File: src/rtl/pc_stack_unit_if.sv
// pc_stack_unit_if
// Bundles the controller-to-PC command strobes and the PC/stack status
// returned to the controller. The clock and reset stay outside as plain ports.
//
// Signals:
//   en          global advance enable (0 = stall everything)
//   inc/skip    PC+1 / PC+2
//   rel         PC+offset (two's complement)
//   load        PC <= data_in
//   call/ret    push PC+1 and jump / pop into PC
//   clr_err     clears the sticky overflow/underflow flags
//   data_in     jump/call target
//   offset      relative branch offset
//   pc          current fetch address
//   sp          number of valid return-address entries
//   stack_full  sp == STACK_DEPTH
//   stack_empty sp == 0
//   overflow    sticky: call attempted while full
//   underflow   sticky: ret attempted while empty
interface pc_stack_unit_if #(
   parameter int ADDR_W      = 5,
   parameter int STACK_DEPTH = 4
);
   localparam int SP_W = $clog2(STACK_DEPTH + 1);

   logic              en;
   logic              inc;
   logic              skip;
   logic              rel;
   logic              load;
   logic              call;
   logic              ret;
   logic              clr_err;
   logic [ADDR_W-1:0] data_in;
   logic [ADDR_W-1:0] offset;
   logic [ADDR_W-1:0] pc;
   logic [SP_W-1:0]   sp;
   logic              stack_full;
   logic              stack_empty;
   logic              overflow;
   logic              underflow;

   // Controller side: issues commands, observes PC and stack status.
   modport master (
      output en, inc, skip, rel, load, call, ret, clr_err, data_in, offset,
      input  pc, sp, stack_full, stack_empty, overflow, underflow
   );

   // PC unit side.
   modport slave (
      input  en, inc, skip, rel, load, call, ret, clr_err, data_in, offset,
      output pc, sp, stack_full, stack_empty, overflow, underflow
   );
endinterface

File: src/rtl/pc_stack_unit.sv
// pc_stack_unit
// Program counter with a hardware return-address stack. Executes one command
// per enabled cycle with fixed priority call > ret > load > rel > skip > inc.
// Stack overflow/underflow are reported through sticky flags so the
// controller can trap; a faulting call/ret is a NOP.
//
// Ports:
//   clk      system clock, all state updates on the rising edge
//   reset_n  asynchronous active-low reset
//   bus      pc_stack_unit_if slave modport (commands in, PC/stack status out)
module pc_stack_unit #(
   parameter int ADDR_W      = 5,
   parameter int STACK_DEPTH = 4,
   parameter int RESET_ADDR  = 0
) (
   input  logic             clk,
   input  logic             reset_n,
   pc_stack_unit_if.slave   bus
);
   localparam int SP_W  = $clog2(STACK_DEPTH + 1);
   localparam int IDX_W = (STACK_DEPTH > 1) ? $clog2(STACK_DEPTH) : 1;
   localparam logic [ADDR_W-1:0] RST_PC    = ADDR_W'(RESET_ADDR);
   localparam logic [SP_W-1:0]   SP_FULL   = SP_W'(STACK_DEPTH);

   logic [ADDR_W-1:0] pc_q, pc_next;
   logic [SP_W-1:0]   sp_q, sp_next;
   logic              ovf_q, ovf_next;
   logic              unf_q, unf_next;
   logic              push_en;
   logic              full;
   logic              empty;
   logic [IDX_W-1:0]  push_idx;
   logic [IDX_W-1:0]  pop_idx;
   logic [ADDR_W-1:0] ret_addr;

   logic [ADDR_W-1:0] stack_mem [STACK_DEPTH];

   assign full     = (sp_q == SP_FULL);
   assign empty    = (sp_q == '0);
   // Indices are only used when the stack is not full (push) or not empty
   // (pop), so truncating sp to the entry index never goes out of range.
   assign push_idx = IDX_W'(sp_q);
   assign pop_idx  = IDX_W'(sp_q - SP_W'(1));
   assign ret_addr = pc_q + ADDR_W'(1);

   // Next-state selection. clr_err is applied first so a flag set by a
   // faulting call/ret in the same cycle overrides the clear.
   always_comb begin
      pc_next  = pc_q;
      sp_next  = sp_q;
      ovf_next = ovf_q;
      unf_next = unf_q;
      push_en  = 1'b0;
      if (bus.en) begin
         if (bus.clr_err) begin
            ovf_next = 1'b0;
            unf_next = 1'b0;
         end
         if (bus.call) begin
            if (full) begin
               ovf_next = 1'b1;
            end else begin
               push_en = 1'b1;
               sp_next = sp_q + SP_W'(1);
               pc_next = bus.data_in;
            end
         end else if (bus.ret) begin
            if (empty) begin
               unf_next = 1'b1;
            end else begin
               sp_next = sp_q - SP_W'(1);
               pc_next = stack_mem[pop_idx];
            end
         end else if (bus.load) begin
            pc_next = bus.data_in;
         end else if (bus.rel) begin
            pc_next = pc_q + bus.offset;
         end else if (bus.skip) begin
            pc_next = pc_q + ADDR_W'(2);
         end else if (bus.inc) begin
            pc_next = pc_q + ADDR_W'(1);
         end
      end
   end

   // Architectural state: PC, stack pointer and sticky fault flags.
   always_ff @(posedge clk or negedge reset_n) begin
      if (!reset_n) begin
         pc_q  <= RST_PC;
         sp_q  <= '0;
         ovf_q <= 1'b0;
         unf_q <= 1'b0;
      end else begin
         pc_q  <= pc_next;
         sp_q  <= sp_next;
         ovf_q <= ovf_next;
         unf_q <= unf_next;
      end
   end

   // Return-address storage needs no reset: entries at or above sp are
   // never read.
   always_ff @(posedge clk) begin
      if (push_en) begin
         stack_mem[push_idx] <= ret_addr;
      end
   end

   assign bus.pc          = pc_q;
   assign bus.sp          = sp_q;
   assign bus.stack_full  = full;
   assign bus.stack_empty = empty;
   assign bus.overflow    = ovf_q;
   assign bus.underflow   = unf_q;
endmodule

File: src/flat_wrapper.sv
// flat-port wrapper written by rule: the top's interface ports become plain ports
module pc_stack_unit_flat 
#(
   parameter int ADDR_W      = 5,
   parameter int STACK_DEPTH = 4,
   parameter int RESET_ADDR  = 0
)
  (clk, reset_n, bus_en, bus_inc, bus_skip, bus_rel, bus_load, bus_call, bus_ret, bus_clr_err, bus_data_in, bus_offset, bus_pc, bus_sp, bus_stack_full, bus_stack_empty, bus_overflow, bus_underflow);
  pc_stack_unit_if #(.ADDR_W(ADDR_W), .STACK_DEPTH(STACK_DEPTH)) bus_i ();
  input  logic clk;
  input  logic reset_n;
  input wire logic [$bits(bus_i.en)-1:0] bus_en;
  input wire logic [$bits(bus_i.inc)-1:0] bus_inc;
  input wire logic [$bits(bus_i.skip)-1:0] bus_skip;
  input wire logic [$bits(bus_i.rel)-1:0] bus_rel;
  input wire logic [$bits(bus_i.load)-1:0] bus_load;
  input wire logic [$bits(bus_i.call)-1:0] bus_call;
  input wire logic [$bits(bus_i.ret)-1:0] bus_ret;
  input wire logic [$bits(bus_i.clr_err)-1:0] bus_clr_err;
  input wire logic [$bits(bus_i.data_in)-1:0] bus_data_in;
  input wire logic [$bits(bus_i.offset)-1:0] bus_offset;
  output wire logic [$bits(bus_i.pc)-1:0] bus_pc;
  output wire logic [$bits(bus_i.sp)-1:0] bus_sp;
  output wire logic [$bits(bus_i.stack_full)-1:0] bus_stack_full;
  output wire logic [$bits(bus_i.stack_empty)-1:0] bus_stack_empty;
  output wire logic [$bits(bus_i.overflow)-1:0] bus_overflow;
  output wire logic [$bits(bus_i.underflow)-1:0] bus_underflow;
  assign bus_i.en = bus_en;
  assign bus_i.inc = bus_inc;
  assign bus_i.skip = bus_skip;
  assign bus_i.rel = bus_rel;
  assign bus_i.load = bus_load;
  assign bus_i.call = bus_call;
  assign bus_i.ret = bus_ret;
  assign bus_i.clr_err = bus_clr_err;
  assign bus_i.data_in = bus_data_in;
  assign bus_i.offset = bus_offset;
  assign bus_pc = bus_i.pc;
  assign bus_sp = bus_i.sp;
  assign bus_stack_full = bus_i.stack_full;
  assign bus_stack_empty = bus_i.stack_empty;
  assign bus_overflow = bus_i.overflow;
  assign bus_underflow = bus_i.underflow;
  pc_stack_unit #(.ADDR_W(ADDR_W), .STACK_DEPTH(STACK_DEPTH), .RESET_ADDR(RESET_ADDR)) u_core (.clk(clk), .reset_n(reset_n), .bus(bus_i));
endmodule
File: config.mk
export PLATFORM = sky130hd
export DESIGN_NAME = pc_stack_unit_flat
export DESIGN_NICKNAME = d
export VERILOG_FILES = /design/src/rtl/pc_stack_unit_if.sv /design/src/rtl/pc_stack_unit.sv /design/src/flat_wrapper.sv
export SDC_FILE = /design/constraint.sdc
export NUM_CORES = 1
export LEC_CHECK = 0
export CAP_MARGIN = 20
export CORE_AREA = 2 2 68 54
export DETAILED_ROUTE_END_ITERATION = 10
export DIE_AREA = 0 0 70 56
export PLACE_DENSITY = 0.83
export SLEW_MARGIN = 25
export SYNTH_ARGS = -nofsm -noshare
export SYNTH_HDL_FRONTEND = slang
export SYNTH_SLANG_ARGS = --single-unit
File: constraint.sdc
create_clock -name clk -period 4.2 [get_ports clk]
set_input_delay 0.84 -clock clk [delete_from_list [all_inputs] [get_ports clk]]
set_output_delay 0.84 -clock clk [all_outputs]
set_load 0.005 [all_outputs]
==> results.json <==
{
  "start_util_pct": 55.2,
  "vias": 1295,
  "drive_above_1_share_pct": 10.4,
  "synth_edf_count": 20,
  "die_w_um": 70,
  "clock_sinks": 30,
  "synth-seq-cells": 30,
  "rows": 18,
  "grt_start_max_net_pins": 16,
  "coreArea_um2": 3200,
  "clockRootBuffer": "clkbuf_8",
  "maxSlewViolCount": 0,
  "p_per_area_nw_per_um2": 624,
  "yosys_warnings": 0,
  "p_leak_nw": 0.864,
  "drc": 0,
  "cts_setup_buffers": 0,
  "fin_skew_ps": 3.06,
  "holdBufCountCts": 0,
  "min_path_cells": 1,
  "antenna_found_initial": 0,
  "syn_avg_cell_area_um2": 11.9,
  "grt_pass1_vias": 1316,
  "maxSlewHeadroom_pct": 59.2,
  "routed_wl_mm": 3.98,
  "nets": 213,
  "async_reset_ff_share_pct": 33.3,
  "insertion_delay_ps": 280,
  "syn_nets": 180,
  "viasPerCell": 5.83,
  "dominantRegCellSynth": "edfxtp_1",
  "ys_seq_area_share_pct": 48.2,
  "start_kind": "flip-flop",
  "post-route-period-util_pct": 68.1,
  "regToRegStartpoint": "u_core.bus.sp[0]",
  "grt_pass1_wl_mm": 6.34,
  "hpwl_mm": 2.86,
  "grtUsageMet2_pct": 34.6,
  "cts_tree": "yes",
  "die_height_um": 56,
  "worst-path-max-fanout": 10,
  "rsz0062_at_grt": "no",
  "outcome": "finished, final reports clean",
  "ctsLongestPathBuffers": 2,
  "timing.final.hold_violations": 0,
  "crit_required_ps": 3360,
  "gp_congestion": 0.906,
  "clk_pin_slew_ps": 60,
  "drt_pre_antenna_iters": 6,
  "drtIter0Drc": 100,
  "port-buffer-count": 31,
  "diodes": 0,
  "hp-start": "u_core.bus.overflow",
  "netlist_area_um2": 1770,
  "worst_slew_pin_slew_ps": 610,
  "grt.busiest_layer": "met2",
  "path_class": "flip-flop to primary output",
  "crit_start": "u_core.bus.sp[0]",
  "met3_usage_pct": 7.25,
  "fmax_mhz": 349,
  "synth_cells": 148,
  "wl_per_cell_um": 17.9,
  "critPathCaptureType": "primary output",
  "layout_min_cycle_time_ps": 2860,
  "hold_ws_ps": 510,
  "setup_viol": 0,
  "maxCapViolations": 0,
  "hold_class": "flip-flop to flip-flop",
  "die_area_um2": 3920,
  "final.setup.tns_ps": 0,
  "yosys.cell_types.count": 43,
  "io_pins": 32,
  "cp.arrival_ps": 2020,
  "area_delta_synth_final_pct": 23.4,
  "peakVddDrop_uv": 396,
  "r2r_cells": 7,
  "met1_usage_pct": 27.6,
  "postRouteAntennaNets": 0,
  "cts_resized": 0,
  "grt_usage_pct": 21.7,
  "numCtsBuffers": 5,
  "grt_overflow_total": 0,
  "h-tree-depth": 2
}
[stage by stage]
stage / utilization (%) / setup slack [ps] / instance area (um2) / power [mW] / instances
after global routing: 68.2 / 1170 / 2180 / 1.44 / 222
after floorplan: - / 1870 / 1770 / 0.894 / 148
after detailed placement: 65.5 / 1230 / 2100 / 1.13 / 214
after global placement: 65.5 / 1300 / 2100 / 1.11 / 214
after CTS: 68.2 / 1300 / 2180 / 1.36 / 222
final: 68.2 / 1340 / 2180 / 1.36 / 222
[synthesized netlist by cell type, drive strengths merged, types with 2 or more instances]
master / instances / share of area (%)
nor3: 3 / 0.85
edfxtp: 20 / 34
nor2: 10 / 2.1
and2: 4 / 1.4
mux2: 3 / 2.3
nand3: 2 / 0.57
nor2b: 4 / 1.8
buf: 3 / 1.3
clkbuf: 2 / 0.43
nand2: 9 / 1.9
nand2b: 4 / 1.4
a21oi: 8 / 2.5
mux2i: 4 / 2.3
dfrtp: 10 / 14
xnor2: 6 / 3.0
o21ai: 8 / 2.3
o22ai: 2 / 0.71
xor2: 4 / 2.0
inv: 10 / 2.1
mux4: 5 / 6.4
ha: 11 / 7.8
a32o: 2 / 1.1
[routing by layer]
metal / vias up / part of all wire [%]
met5: - / 0
met4: 0 / 1.5
met3: 5 / 8.6
met2: 67 / 49
met1: 616 / 41
li1: 607 / -
[cells in the final DEF (no fill, tap or decap), drive strengths merged, types with 2 or more instances in the layout]
cell	netlist	routed
o22ai	2	2
edfxtp	20	20
dfrtp	10	10
nand2b	4	4
nor2	10	10
and2	4	4
clkdlybuf4s50	0	31
xnor2	6	6
a21oi	8	8
nor2b	4	4
mux4	5	5
clkbuf	2	5
clkinv	1	3
xor2	4	4
ha	11	11
a32o	2	2
nor3	3	3
o21ai	8	8
nand3	2	2
nand2	9	9
inv	10	10
mux2i	4	4
mux2	3	3
[cells by family after synthesis]
family | after synthesis | share of synthesized area (%)
AOI/OAI and AO/OA | 32 | 12.7
DFF | 30 | 48.2
xor gates and xnor gates | 10 | 4.96
adders and majority gates | 12 | 8.92
and+or+nand+nor | 36 | 10.1
muxes | 12 | 11.0
buffers and inverters | 16 | 4.11
[area by class of cell]
cell class	instances	area [um2]
Inverter	11	41.3
Multi-Input combinational cell	102	843
Tap cell	40	50.0
Clock inverter	3	16.3
Timing Repair Buffer	31	310
Fill cell	239	1020
Clock buffer	5	68.8
Sequential cell	30	851
[worst max-delay path, cell delays in order, from the launching register on]
cell and delay [ps]:
dfrtp_1 630, inv_1 160, ha_1 280, nand2b_1 140, inv_1 80, clkdlybuf4s50_1 450
[registers in the layout, indices dropped and copies added, names as in the netlist]
| register | count |
|---|---|
| u_core.bus.underflow | 1 |
| u_core.stack_mem | 20 |
| u_core.bus.overflow | 1 |
| u_core.bus.pc | 5 |
| u_core.bus.sp | 3 |
[path summary, 6_finish.rpt]
kind / end / slack [ps]
setup / recovery: bus_stack_empty / 1340
setup reg to reg: u_core.bus.pc[3] / 1800
hold / removal: u_core.bus.overflow / 510
max in group asynchronous: u_core.bus.pc[0] / 2970
min in group asynchronous: u_core.bus.pc[3] / 890
hold reg to reg: u_core.bus.overflow / 510
[power by group]
| part | total [mW] | internal, mW | switching [mW] |
|---|---|---|---|
| registers | 0.518 | 0.423 | 0.0945 |
| clock network | 0.225 | 0.113 | 0.111 |
| logic | 0.618 | 0.329 | 0.289 |
| total | 1.36 | 0.866 | 0.495 |
No activity file was read; power rests on OpenSTA's default activity.
==> variant 1: new RTL, same settings <==
`STACK_DEPTH` is set to 4 in 3 places; all go to 2.
--- a/src/rtl/pc_stack_unit_if.sv
+++ b/src/rtl/pc_stack_unit_if.sv
@@ -19,7 +19,7 @@
 //   underflow   sticky: ret attempted while empty
 interface pc_stack_unit_if #(
    parameter int ADDR_W      = 5,
-   parameter int STACK_DEPTH = 4
+   parameter int STACK_DEPTH = 2
 );
    localparam int SP_W = $clog2(STACK_DEPTH + 1);
 
--- a/src/rtl/pc_stack_unit.sv
+++ b/src/rtl/pc_stack_unit.sv
@@ -10,7 +10,7 @@
 //   bus      pc_stack_unit_if slave modport (commands in, PC/stack status out)
 module pc_stack_unit #(
    parameter int ADDR_W      = 5,
-   parameter int STACK_DEPTH = 4,
+   parameter int STACK_DEPTH = 2,
    parameter int RESET_ADDR  = 0
 ) (
    input  logic             clk,
--- a/src/flat_wrapper.sv
+++ b/src/flat_wrapper.sv
@@ -2,7 +2,7 @@
 module pc_stack_unit_flat 
 #(
    parameter int ADDR_W      = 5,
-   parameter int STACK_DEPTH = 4,
+   parameter int STACK_DEPTH = 2,
    parameter int RESET_ADDR  = 0
 )
   (clk, reset_n, bus_en, bus_inc, bus_skip, bus_rel, bus_load, bus_call, bus_ret, bus_clr_err, bus_data_in, bus_offset, bus_pc, bus_sp, bus_stack_full, bus_stack_empty, bus_overflow, bus_underflow);
Ports: changed (resized bus_sp); port bits go from 32 to 31. The function was not compared with the original's and may differ.
==> variant 1 against the original RTL <==
Final area is 24% lower. Synthesized area is 26% lower. Setup slack better by 170 ps. Combinational power is 24% lower. Sequential cell count is 11 lower. Total power is 31% lower. Sequential power is 34% lower. Wire length is 22% lower. Clock power is 44% lower. Die area stayed put. Critical endpoint is now u_core.bus.pc[4]$_DFFE_PN0P_.
==> variant 1: results <==
export IMPL_dp_slack_ps=1260
export IMPL_insertion_delay_ps=260
export IMPL_final_setup_skew_ps=3.03
export IMPL_post_drt_via_cell_ratio=5.53
export IMPL_cp_max_fo=2
export IMPL_cts_max_level=1
export IMPL_slowest_delay_ps=460
export IMPL_synth_xor_area_frac=0.0472
export IMPL_drtPass1Iterations=4
export IMPL_ir_worst_vdd_mv=0.228
export IMPL_synth_edff_count=10
export IMPL_slew_headroom=0.584
export IMPL_netlist_cell_type_count=39
export IMPL_synth_adder_area_share=0.0924
export IMPL_cp_slowest_cell="clkdlybuf4s50_1"
export IMPL_yosys_cell_count_top_type="nand2_1"
export IMPL_wirelength_um=3100
export IMPL_postPlaceCellArea_sq_mm=0.00162
export IMPL_leakage_nw=0.676
export IMPL_ys_seq_area_frac=0.404
export IMPL_dp_hpwl_um=2450
export IMPL_met3_usage=0.0417
export IMPL_nets=192
export IMPL_synth_commonest_cells="nand2_1, a21oi_1, edfxtp_1, dfrtp_1, nor2_1"
export IMPL_multi_input_area_sq_um=716
export IMPL_largest_reg_flops=10
export IMPL_synth_mux_area_frac=0.0808
export IMPL_synthArstFlopShare=0.474
export IMPL_outcome="finished, final reports clean"
export IMPL_use_met1=0.201
export IMPL_syn_num_nets=163
export IMPL_cts_inserted_buffers=3
export IMPL_nFillCells=282
export IMPL_grt_pass1_wl_um=5110
export IMPL_first_iter_violations=79
export IMPL_io_buffers=30
export IMPL_grt_pass1_vias=1068
export IMPL_grt_util_met2=0.287
export IMPL_grt_max_degree=20
variant 1: changes by cell type after synthesis, moves of 4 or more:
cell	change
and2_1	-4
edfxtp_1	-10
mux4_2	-5
o21ai_1	-4
variant 1: kinds of logic after synthesis:
family	count (synthesis)
and+or+nand+nor	38
AOI/OAI and AO/OA	37
DFF	19
buffers and inverters	14
muxes	10
adders and majority gates	9
xor gates and xnor gates	7
variant 1: critical path, delay by kind of cell:
| family | cells | cell delay (ps) |
|---|---|---|
| buf+inv | 2 | 530 |
| fa+ha+maj | 2 | 580 |
| simple gates | 1 | 130 |
| compound gates | 4 | 510 |
| mux | 1 | 250 |
variant 1: power by group through the flow:
stage	registers [W]	clock network [W]	logic [W]
after global routing	0.000353	0.000137	0.000513
final	0.000344	0.000127	0.000469
after CTS	0.000344	0.000129	0.000468
after detailed placement	0.000349	0	0.000465
after floorplan	0.000323	0	0.000293
after global placement	0.000345	0	0.000440
variant 1: worst paths after layout:
check	from	end	slack (ps)	cells after the start
worst min register to register	u_core.bus.overflow$_DFFE_PN0P_	u_core.bus.overflow$_DFFE_PN0P_	500	1
min in group asynchronous	reset_n	u_core.bus.underflow$_DFFE_PN0P_	890	1
worst min-delay path	u_core.bus.overflow$_DFFE_PN0P_	u_core.bus.overflow$_DFFE_PN0P_	500	1
max in group asynchronous	reset_n	u_core.bus.sp[0]$_DFFE_PN0P_	3000	1
worst max-delay path	bus_offset[0]	u_core.bus.pc[4]$_DFFE_PN0P_	1510	10
worst max register to register	u_core.bus.sp[0]$_DFFE_PN0P_	u_core.bus.pc[0]$_DFFE_PN0P_	1960	6
variant 1: per-layer routing:
metal,vias to the layer above,part of all wire
met5,-,0
met1,517,0.41
met4,0,0.011
li1,546,-
met3,4,0.069
met2,51,0.51
variant 1: final cells by class:
cell class | instances | area share
multi-input combinational | 101 | 0.429
timing repair buffer | 30 | 0.180
tap | 40 | 0.0300
sequential | 19 | 0.315
inverter | 8 | 0.0180
clock buffer | 3 | 0.0248
clock inverter | 1 | 0.00300
variant 1: stage by stage:
stage / std cells / hold slack, ps
2_1_floorplan: 134 / 487
3_3_place_gp: 198 / 477
3_5_place_dp: 198 / 484
4_1_cts: 202 / 500
5_1_grt: 202 / 520
6_report: 202 / 499
==> variant 2: new RTL, config.mk and constraints unchanged <==
Without the edit above. Make the reset (`reset_n`) synchronous in one clocked block. Comments in the files are not updated.
--- a/src/rtl/pc_stack_unit.sv
+++ b/src/rtl/pc_stack_unit.sv
@@ -84,7 +84,7 @@
    end
 
    // Architectural state: PC, stack pointer and sticky fault flags.
-   always_ff @(posedge clk or negedge reset_n) begin
+   always_ff @(posedge clk) begin
       if (!reset_n) begin
          pc_q  <= RST_PC;
          sp_q  <= '0;
Function: differs if reset_n is asserted again (counterexample within 4 cycles, from zero or initial values and one cycle with reset_n low); with reset_n held inactive, the same outputs for 10 cycles.
==> variant 2 against the original RTL <==
Global-route usage rose by 0.61 points. Largest cell class is now multi-input combinational cells. Sequential cell count unchanged. Wire length increased by 3.2%. Synthesized cell count is 10% higher. Critical endpoint unchanged. Setup slack worse by 44 ps. Final area decreased by 0.34%. First-iteration DRC count is 27% higher. Synthesized area fell by 0.21%.
Power is not compared: it rests on default switching activity, and its combinational part moved more than twofold at a synthesized area within 25%.
==> variant 2: results <==
export IMPL_buffer_area_frac=0.146
export IMPL_syn_num_nets=195
export IMPL_use_met1=0.291
export IMPL_p_int_w=0.000563
export IMPL_slowest_delay_ps=680
export IMPL_cp_slowest_cell="dfxtp_1"
export IMPL_path_delay_family="flip-flops"
export IMPL_met1_length_um=1670
export IMPL_wl_per_cell_um=17.4
export IMPL_met2_length_um=2000
export IMPL_postPlaceCellArea_sq_mm=0.00209
export IMPL_arrival_ps=2070
export IMPL_worstHoldStart="u_core.bus.overflow$_SDFFE_PN0P_"
export IMPL_fin_cells=236
export IMPL_drive_above_1_share=0.0816
export IMPL_grt_pass1_wl_um=6690
export IMPL_place_gp_congestion=0.949
export IMPL_synthTopCellsByArea="edfxtp_1, dfxtp_1, ha_1, mux4_2, xnor2_1"
export IMPL_design_seq_count=30
export IMPL_wl_met3_um=390
export IMPL_avgSynthCellArea_sq_um=10.8
export IMPL_tightestPinTransition_ps=572
export IMPL_final_setup_skew_ps=5.24
export IMPL_final_clk_cell_share=0.0391
export IMPL_synth_mux_area_frac=0.0880
export IMPL_post_drt_via_cell_ratio=6.05
export IMPL_grt_util_met2=0.358
export IMPL_timing_rr_end="u_core.bus.pc[3]$_SDFFE_PN0P_"
export IMPL_synth_compound_area_frac=0.139
export IMPL_comb_power_w=0.000209
export IMPL_multi_input_area_sq_um=878
export IMPL_grt_pass1_vias=1383
export IMPL_hold_end="u_core.bus.overflow$_SDFFE_PN0P_"
export IMPL_fin_area_sq_mm=0.00217
export IMPL_drtPass1Iterations=4
export IMPL_synthArstFlopShare=0
export IMPL_dp_slack_ps=1290
export IMPL_first_iter_violations=127
export IMPL_rr_startpoint="u_core.bus.sp[0]$_SDFFE_PN0P_"
export IMPL_multi_input_cells=115
export IMPL_synth_commonest_cells="edfxtp_1, nand2_1, a21oi_1, ha_1, inv_1"
export IMPL_netlist_cell_type_count=42
export IMPL_rrSetupSlack_ps=1820
export IMPL_hold_depth=2
export IMPL_nFillCells=230
export IMPL_hold_worst_slack_ps=505
export IMPL_synth_xor_area_frac=0.0497
export IMPL_dp_cells=228
export IMPL_grtUsageTotal=0.223
export IMPL_ys_seq_area_frac=0.454
export IMPL_grt_antenna_before_repair=0
export IMPL_n_all_buffers=32
export IMPL_dp_hpwl_um=3050
export IMPL_outcome="finished, final reports clean"
## variant 2: cell count changes after synthesis, sizes merged, moves of 3 or more
cell,before,now
dfxtp,0,10
nand3,2,5
nand2b,4,0
dfrtp,10,0
a21oi,8,11
nand2,9,16
## variant 2: logic make-up (layout without fill, tap and decap cells)
family | after synthesis | count (layout)
buffers and inverters | 18 | 51
adders and majority gates | 12 | 12
AOI/OAI and AO/OA | 38 | 38
xor gates and xnor gates | 10 | 10
muxes | 9 | 9
DFF | 30 | 30
and+or+nand+nor | 46 | 46
## variant 2: worst max path at each step
stage / to / slack, ps / cells after the start
6_report: bus_stack_empty / 1290 / 4
3_5_place_dp: u_core.bus.pc[4]$_SDFFE_PN0P_ / 1290 / 6
4_1_cts: bus_stack_full / 1270 / 4
5_1_grt: bus_stack_full / 1110 / 4
2_1_floorplan: u_core.bus.pc[4]$_SDFFE_PN0P_ / 1790 / 7
3_3_place_gp: u_core.bus.pc[4]$_SDFFE_PN0P_ / 1360 / 7
